**config.mk**
```make
export PLATFORM = sky130hd
export DESIGN_NAME = spi_frame_ctrl_flat
export DESIGN_NICKNAME = d
export VERILOG_FILES = /design/src/rtl/spi_frame_ctrl_if.sv /design/src/rtl/spi_frame_ctrl.sv /design/src/flat_wrapper.sv
export SDC_FILE = /design/constraint.sdc
export NUM_CORES = 1
export LEC_CHECK = 0
export CAP_MARGIN = 5
export CORE_MARGIN = 2
export CORE_UTILIZATION = 40
export DETAILED_ROUTE_END_ITERATION = 16
export PLACE_DENSITY = 0.69
export SLEW_MARGIN = 20
export SYNTH_ARGS = -nofsm -noshare
export SYNTH_HDL_FRONTEND = slang
export SYNTH_SLANG_ARGS = --single-unit
```
**constraint.sdc**
```tcl
create_clock -name clk -period 3.1 [get_ports clk]
set_input_delay 0.62 -clock clk [delete_from_list [all_inputs] [get_ports clk]]
set_output_delay 0.62 -clock clk [all_outputs]
set_load 0.03 [all_outputs]
```
**src/rtl/spi_frame_ctrl_if.sv**
```systemverilog
// rtl/spi_frame_ctrl_if.sv - committed-frame output bus of the SPI receive controller
// master drives the held frame, slave consumes it with frame_ready.
interface spi_frame_ctrl_if #(
   parameter int WORD_W    = 16,
   parameter int NUM_WORDS = 3
);
   logic [WORD_W*NUM_WORDS-1:0] frame_data;
   logic                        frame_valid;
   logic                        frame_ready;
   logic [NUM_WORDS-1:0]        word_sign;

   modport master (
      output frame_data,
      output frame_valid,
      output word_sign,
      input  frame_ready
   );

   modport slave (
      input  frame_data,
      input  frame_valid,
      input  word_sign,
      output frame_ready
   );
endinterface

```
**src/rtl/spi_frame_ctrl.sv**
```systemverilog
// rtl/spi_frame_ctrl.sv - SPI mode-0 receive controller with frame qualification
// Samples the SPI pins into clk, captures one ss window and hands complete frames to a one-entry buffer.
module spi_frame_ctrl #(
   parameter int WORD_W      = 16,
   parameter int NUM_WORDS   = 3,
   parameter int SYNC_STAGES = 2
) (
   input  logic              clk,
   input  logic              resetn,
   input  logic              sclk,
   input  logic              mosi,
   input  logic              ss,
   spi_frame_ctrl_if.master  frm,
   output logic              overrun,
   output logic              frame_err,
   output logic              busy
);
   localparam int FRAME_BITS = WORD_W * NUM_WORDS;
   localparam int CNT_W      = $clog2(FRAME_BITS + 2);
   localparam logic [CNT_W-1:0] FRAME_CNT = CNT_W'(FRAME_BITS);

   typedef enum logic [1:0] {IDLE, SHIFT, COMMIT} state_t;

   state_t                  state_q, state_d;
   logic [SYNC_STAGES-1:0]  sclk_sync_q, sclk_sync_d;
   logic [SYNC_STAGES-1:0]  mosi_sync_q, mosi_sync_d;
   logic [SYNC_STAGES-1:0]  ss_sync_q, ss_sync_d;
   logic                    sclk_prev_q, ss_prev_q;
   logic                    live_q, armed_q, armed_d;
   logic [FRAME_BITS-1:0]   shift_q, shift_d;
   logic [CNT_W-1:0]        cnt_q, cnt_d;
   logic [FRAME_BITS-1:0]   data_q, data_d;
   logic [NUM_WORDS-1:0]    sign_q, sign_d, frame_sign;
   logic                    valid_q, valid_d;
   logic                    overrun_q, overrun_d;
   logic                    frame_err_q, frame_err_d;

   logic sclk_s, mosi_s, ss_s, sclk_rise, ss_rise, ss_fall;

   assign sclk_sync_d = {sclk_sync_q[SYNC_STAGES-2:0], sclk};
   assign mosi_sync_d = {mosi_sync_q[SYNC_STAGES-2:0], mosi};
   assign ss_sync_d   = {ss_sync_q[SYNC_STAGES-2:0], ss};
   assign sclk_s      = sclk_sync_q[SYNC_STAGES-1];
   assign mosi_s      = mosi_sync_q[SYNC_STAGES-1];
   assign ss_s        = ss_sync_q[SYNC_STAGES-1];
   assign sclk_rise   = sclk_s & ~sclk_prev_q;
   assign ss_rise     = ss_s & ~ss_prev_q;
   assign ss_fall     = ~ss_s & ss_prev_q;

   // Only arm once a real high sample of ss has been seen, so ss held low across reset release is not a start.
   assign armed_d = armed_q | (live_q & ss_sync_q[0]);

   always_ff @(posedge clk or negedge resetn) begin
      if (!resetn) begin
         state_q     <= IDLE;
         sclk_sync_q <= '0;
         mosi_sync_q <= '0;
         ss_sync_q   <= '1;
         sclk_prev_q <= 1'b0;
         ss_prev_q   <= 1'b1;
         live_q      <= 1'b0;
         armed_q     <= 1'b0;
         shift_q     <= '0;
         cnt_q       <= '0;
         data_q      <= '0;
         sign_q      <= '0;
         valid_q     <= 1'b0;
         overrun_q   <= 1'b0;
         frame_err_q <= 1'b0;
      end else begin
         state_q     <= state_d;
         sclk_sync_q <= sclk_sync_d;
         mosi_sync_q <= mosi_sync_d;
         ss_sync_q   <= ss_sync_d;
         sclk_prev_q <= sclk_s;
         ss_prev_q   <= ss_s;
         live_q      <= 1'b1;
         armed_q     <= armed_d;
         shift_q     <= shift_d;
         cnt_q       <= cnt_d;
         data_q      <= data_d;
         sign_q      <= sign_d;
         valid_q     <= valid_d;
         overrun_q   <= overrun_d;
         frame_err_q <= frame_err_d;
      end
   end

   always_comb begin
      state_d = state_q;
      case (state_q)
         IDLE:    if (ss_fall && armed_q) state_d = SHIFT;
         SHIFT:   if (ss_rise) state_d = COMMIT;
         COMMIT:  state_d = IDLE;
         default: state_d = IDLE;
      endcase
   end

   always_comb begin
      frame_sign = '0;
      for (int k = 0; k < NUM_WORDS; k++) begin
         frame_sign[k] = shift_q[(k+1)*WORD_W-1];
      end
   end

   always_comb begin
      shift_d     = shift_q;
      cnt_d       = cnt_q;
      data_d      = data_q;
      sign_d      = sign_q;
      valid_d     = valid_q & ~frm.frame_ready;
      overrun_d   = 1'b0;
      frame_err_d = 1'b0;
      case (state_q)
         IDLE: begin
            if (ss_fall && armed_q) begin
               shift_d = '0;
               cnt_d   = '0;
            end
         end
         SHIFT: begin
            // Counter runs one past the frame length so over-long frames stay distinguishable.
            if (sclk_rise) begin
               if (cnt_q < FRAME_CNT) begin
                  shift_d = {shift_q[FRAME_BITS-2:0], mosi_s};
                  cnt_d   = cnt_q + CNT_W'(1);
               end else if (cnt_q == FRAME_CNT) begin
                  cnt_d   = cnt_q + CNT_W'(1);
               end
            end
         end
         COMMIT: begin
            if (cnt_q == FRAME_CNT) begin
               if (!valid_q || frm.frame_ready) begin
                  data_d  = shift_q;
                  sign_d  = frame_sign;
                  valid_d = 1'b1;
               end else begin
                  overrun_d = 1'b1;
               end
            end else begin
               frame_err_d = 1'b1;
            end
         end
         default: ;
      endcase
   end

   always_comb begin
      busy = (state_q == SHIFT);
   end

   assign frm.frame_data  = data_q;
   assign frm.frame_valid = valid_q;
   assign frm.word_sign   = sign_q;
   assign overrun         = overrun_q;
   assign frame_err       = frame_err_q;
endmodule

```
**src/flat_wrapper.sv**
```systemverilog
// flat-port wrapper written by rule: the top's interface ports become plain ports
module spi_frame_ctrl_flat 
#(
   parameter int WORD_W      = 16,
   parameter int NUM_WORDS   = 3,
   parameter int SYNC_STAGES = 2
)
  (clk, resetn, sclk, mosi, ss, overrun, frame_err, busy, frm_frame_data, frm_frame_valid, frm_word_sign, frm_frame_ready);
  spi_frame_ctrl_if #(.WORD_W(WORD_W), .NUM_WORDS(NUM_WORDS)) frm_i ();
  input  logic clk;
  input  logic resetn;
  input  logic sclk;
  input  logic mosi;
  input  logic ss;
  output logic overrun;
  output logic frame_err;
  output logic busy;
  output wire logic [$bits(frm_i.frame_data)-1:0] frm_frame_data;
  output wire logic [$bits(frm_i.frame_valid)-1:0] frm_frame_valid;
  output wire logic [$bits(frm_i.word_sign)-1:0] frm_word_sign;
  input wire logic [$bits(frm_i.frame_ready)-1:0] frm_frame_ready;
  assign frm_frame_data = frm_i.frame_data;
  assign frm_frame_valid = frm_i.frame_valid;
  assign frm_word_sign = frm_i.word_sign;
  assign frm_i.frame_ready = frm_frame_ready;
  spi_frame_ctrl #(.WORD_W(WORD_W), .NUM_WORDS(NUM_WORDS), .SYNC_STAGES(SYNC_STAGES)) u_core (.clk(clk), .resetn(resetn), .sclk(sclk), .mosi(mosi), .ss(ss), .frm(frm_i), .overrun(overrun), .frame_err(frame_err), .busy(busy));
endmodule
```
==> run_results.csv <==
group,metric,value,unit
worst_setup_path,slowest_delay,0.68,ns
sta,clock_skew,0.00824,ns
synth,synthDominantCellAreaShare,0.613,
sta,fmax,420,MHz
worst_setup_path,cp.arrival,1.76,ns
routing,drt_iter0_markers,137,
synth,synth_area_leaders,"dfrtp_1 (61%), nand2_1 (8.1%), mux2_2 (6.8%)",
die,initial_core_util,0.409,
sta,tns,0,ns
clock_tree,cts_made_buffers,17,
global_routing,grt-ovfl-total,0,
sta,setup_viol,0,
worst_setup_path,crit_type,"flip-flop to output port",
global_routing,grt_pass1_vias,3012,
clock_tree,clkLatencyLatePin,0.40,ns
die,ios,61,
synth,synth_cells,386,
global_routing,grtUsageTotal,0.144,
run_status,status,"finished clean",
synth,ys_dominant_reg_cell,"dfrtp_1",
clock_tree,cts_tree,"built",
global_routing,antenna_found_initial,0,
sta,final_max_slew_viol_count,0,
clock_tree,cts_setup_buffers,0,
cells_and_area,fillers,998,
synth,synth-edff-count,0,
worst_setup_path,cpMaxStageDelayCell,"clkdlybuf4s50_1",
routing,drcViolationCount,0,
synth,yosysTopAreaCell,"dfrtp_1",
placement,dp_hpwl,4990,µm
power_and_ir_drop,power.total,3.85,mW
cells_and_area,final_area,5960,µm²
power_and_ir_drop,peakVddDrop,0.464,mV
cells_and_area,drive_gt1_frac,0.206,
routing,drt-total-wl,8140,µm
worst_setup_path,r2r_cells,7,
clock_tree,cts.sinks,117,
power_and_ir_drop,power_density,646,nW/µm²
worst_setup_path,cp_cell_sequence,"nor2b_4 > clkdlybuf4s50_1",
clock_tree,postCtsResizedCells,0,
cells_and_area,fin_util,0.524,
global_routing,grt_pass1_wl,14400,µm
sta,grt_setup_unrepaired,"false",
global_routing,grt_start_max_net_pins,97,
clock_tree,postCtsHoldBufs,0,
synth,ys_async_sr_fraction,1.00,
synth,synth_area_per_cell,12.1,µm²
worst_setup_path,cp-start-kind,"flip-flop",
flow_run,cap_violations,0,
routing,num_vias,2849,
placement,dp.cells,568,
cells_and_area,syn2layout_area_growth,28.1,%
routing,firstDrtPassIters,4,
synth,yosysMostFrequentCell,"dfrtp_1",
synth,ys_seq_area_frac,0.630,
die,die_x,112,µm
worst_setup_path,endpoint_kind,"output port",
worst_setup_path,critPathBufInv,1,
synth,synth-seq-cells,117,
clock_tree,cts-root-buf,"clkbuf_16",
routing,routed_via_density,4.76,
worst_setup_path,worstPathMaxFanout,10,
sta,period_minus_slack,2.38,ns
placement,gp_congestion,0.715,
routing,ant_nets,0,
clock_tree,clk_pin_slew_worst_paths,0.05,ns
cells_and_area,instances_no_fill,599,
synth,synth_cell_types,36,
die,row_count,39,
worst_setup_path,path_delay_family,"buffers and inverters",
cells_and_area,nets,452,
synth,yosysWarnings,0,
die,die_h,112,µm
sta,hold_viol_final,0,
die,die-area,12500,µm²
sta,slew-limit-headroom,0.579,
worst_setup_path,cp.required,2.48,ns
sta,min_period_over_period,0.768,
clock_tree,htree_num_levels,4,
synth,synthTopCellsByCount,"dfrtp_1 (114), nand2_1 (101), o21ai_0 (50)",
placement,postPlaceCellArea,5350,µm²
placement,io_buffers,60,
routing,wire_per_inst,13.6,µm
sta,tightestPinTransition,0.632,ns
synth,synth_fp_nets,394,
die,coreArea,11400,µm²
cells_and_area,n_antenna_cell,0,
clock_tree,clock_path_buffers,2,
min_path,hp-class,"input port to async pin",
synth,syn_area,4650,µm²
power_and_ir_drop,leakage,2.66,nW
worst_setup_path,cp.depth,2,
[worst register-to-register path: stages (launching register included)]
cell      delay, ns
dfrtp_1        0.42
inv_1          0.08
ha_1           0.14
nor3b_4        0.26
nand4b_2       0.21
nor2b_4        0.18
buf_12         0.30
mux2_2         0.40
[layer usage]
metal | vias up | GRT usage | routed length, µm | part of all wire
met5 | - | 0 | 0 | 0
met4 | 0 | 0.0568 | 90 | 0.011
met3 | 6 | 0.0414 | 245 | 0.030
met2 | 52 | 0.233 | 4030 | 0.50
met1 | 1380 | 0.184 | 3770 | 0.46
li1 | 1411 | - | - | -
[path summary, 6_finish.rpt]
kind	startpoint	to	slack [ns]
setup reg to reg	u_core.cnt_q[0]$_DFFE_PN0P_	u_core.frm.frame_data[45]$_DFFE_PN0P_	1.01
setup / recovery	u_core.state_q[0]$_DFFE_PN0P_	busy	0.72
hold / removal	resetn	u_core.live_q$_DFF_PN0_	0.24
max in group asynchronous	resetn	u_core.frm.word_sign[0]$_DFFE_PN0P_	2.11
min in group clk	u_core.mosi_sync_q[0]$_DFF_PN0_	u_core.mosi_sync_q[1]$_DFF_PN0_	0.35
hold reg to reg	u_core.mosi_sync_q[0]$_DFF_PN0_	u_core.mosi_sync_q[1]$_DFF_PN0_	0.35
[area by class of cell]
type / count / area, µm² / area share
Timing Repair Buffer: 65 / 673 / 0.113
Sequential cell: 117 / 2930 / 0.492
Inverter: 2 / 7.51 / 0.00126
Clock buffer: 17 / 425 / 0.0714
Clock inverter: 14 / 186 / 0.0313
Multi-Input combinational cell: 241 / 1560 / 0.261
Tap cell: 143 / 179 / 0.0300
[registers in the layout, summed over array words and instances, names as in the netlist]
name,count
u_core.shift_q,48
u_core.frm.frame_data,46
u_core.cnt_q,6
u_core.frm.word_sign,2
u_core.mosi_sync_q,2
u_core.sclk_sync_q,2
u_core.ss_sync_q,2
u_core.state_q,2
u_core.armed_q,1
u_core.frame_err,1
u_core.frm.frame_valid,1
u_core.live_q,1
u_core.overrun,1
u_core.sclk_prev_q,1
u_core.ss_prev_q,1
[logic make-up after synthesis]
| family | after synthesis | share of synthesized area |
|---|---|---|
| and+or+nand+nor | 132 | 0.129 |
| DFF | 117 | 0.630 |
| buffers and inverters | 28 | 0.0374 |
| other | 1 | 0.000806 |
| adders and majority gates | 2 | 0.00538 |
| AOI/OAI and AO/OA | 58 | 0.0654 |
| muxes | 48 | 0.132 |
[per-stage QoR]
step / worst slack, ns / hold WS [ns]
2_1_floorplan: 1.24 / 0.324
4_1_cts: 0.699 / 0.261
6_report: 0.718 / 0.237
3_3_place_gp: 0.914 / 0.333
5_1_grt: 0.633 / 0.298
3_5_place_dp: 0.874 / 0.336
[cell usage in the layout, fill, tap and decap left out, drive strengths merged]
| master | instances |
|---|---|
| dfrtp | 114 |
| nand2 | 101 |
| clkdlybuf4s50 | 59 |
| o21ai | 50 |
| mux2 | 48 |
| clkbuf | 17 |
| nand3 | 9 |
| clkinv | 8 |
| buf | 6 |
| bufinv | 4 |
| nand2b | 3 |
| a21oi | 3 |
| nor2 | 3 |
| dfstp | 3 |
| nor2b | 2 |
| inv | 2 |
| nand3b | 2 |
| nor3 | 2 |
| or3 | 2 |
| ha | 2 |
| clkinvlp | 2 |
| nor3b | 2 |
| nand4b | 2 |
| a21o | 1 |
| and2 | 1 |
| nand4bb | 1 |
| o32a | 1 |
| nand4 | 1 |
| and4bb | 1 |
| o21a | 1 |
| a31oi | 1 |
| o31ai | 1 |
| conb | 1 |
[report_power, final]
group | switching [mW] | internal (mW) | leakage [nW]
Combinational | 0.155 | 0.0765 | 0.764
Sequential | 0.0537 | 1.57 | 1.60
Clock | 0.660 | 1.33 | 0.298
Total | 0.869 | 2.98 | 2.66
Power figures use the tool's default switching activity.
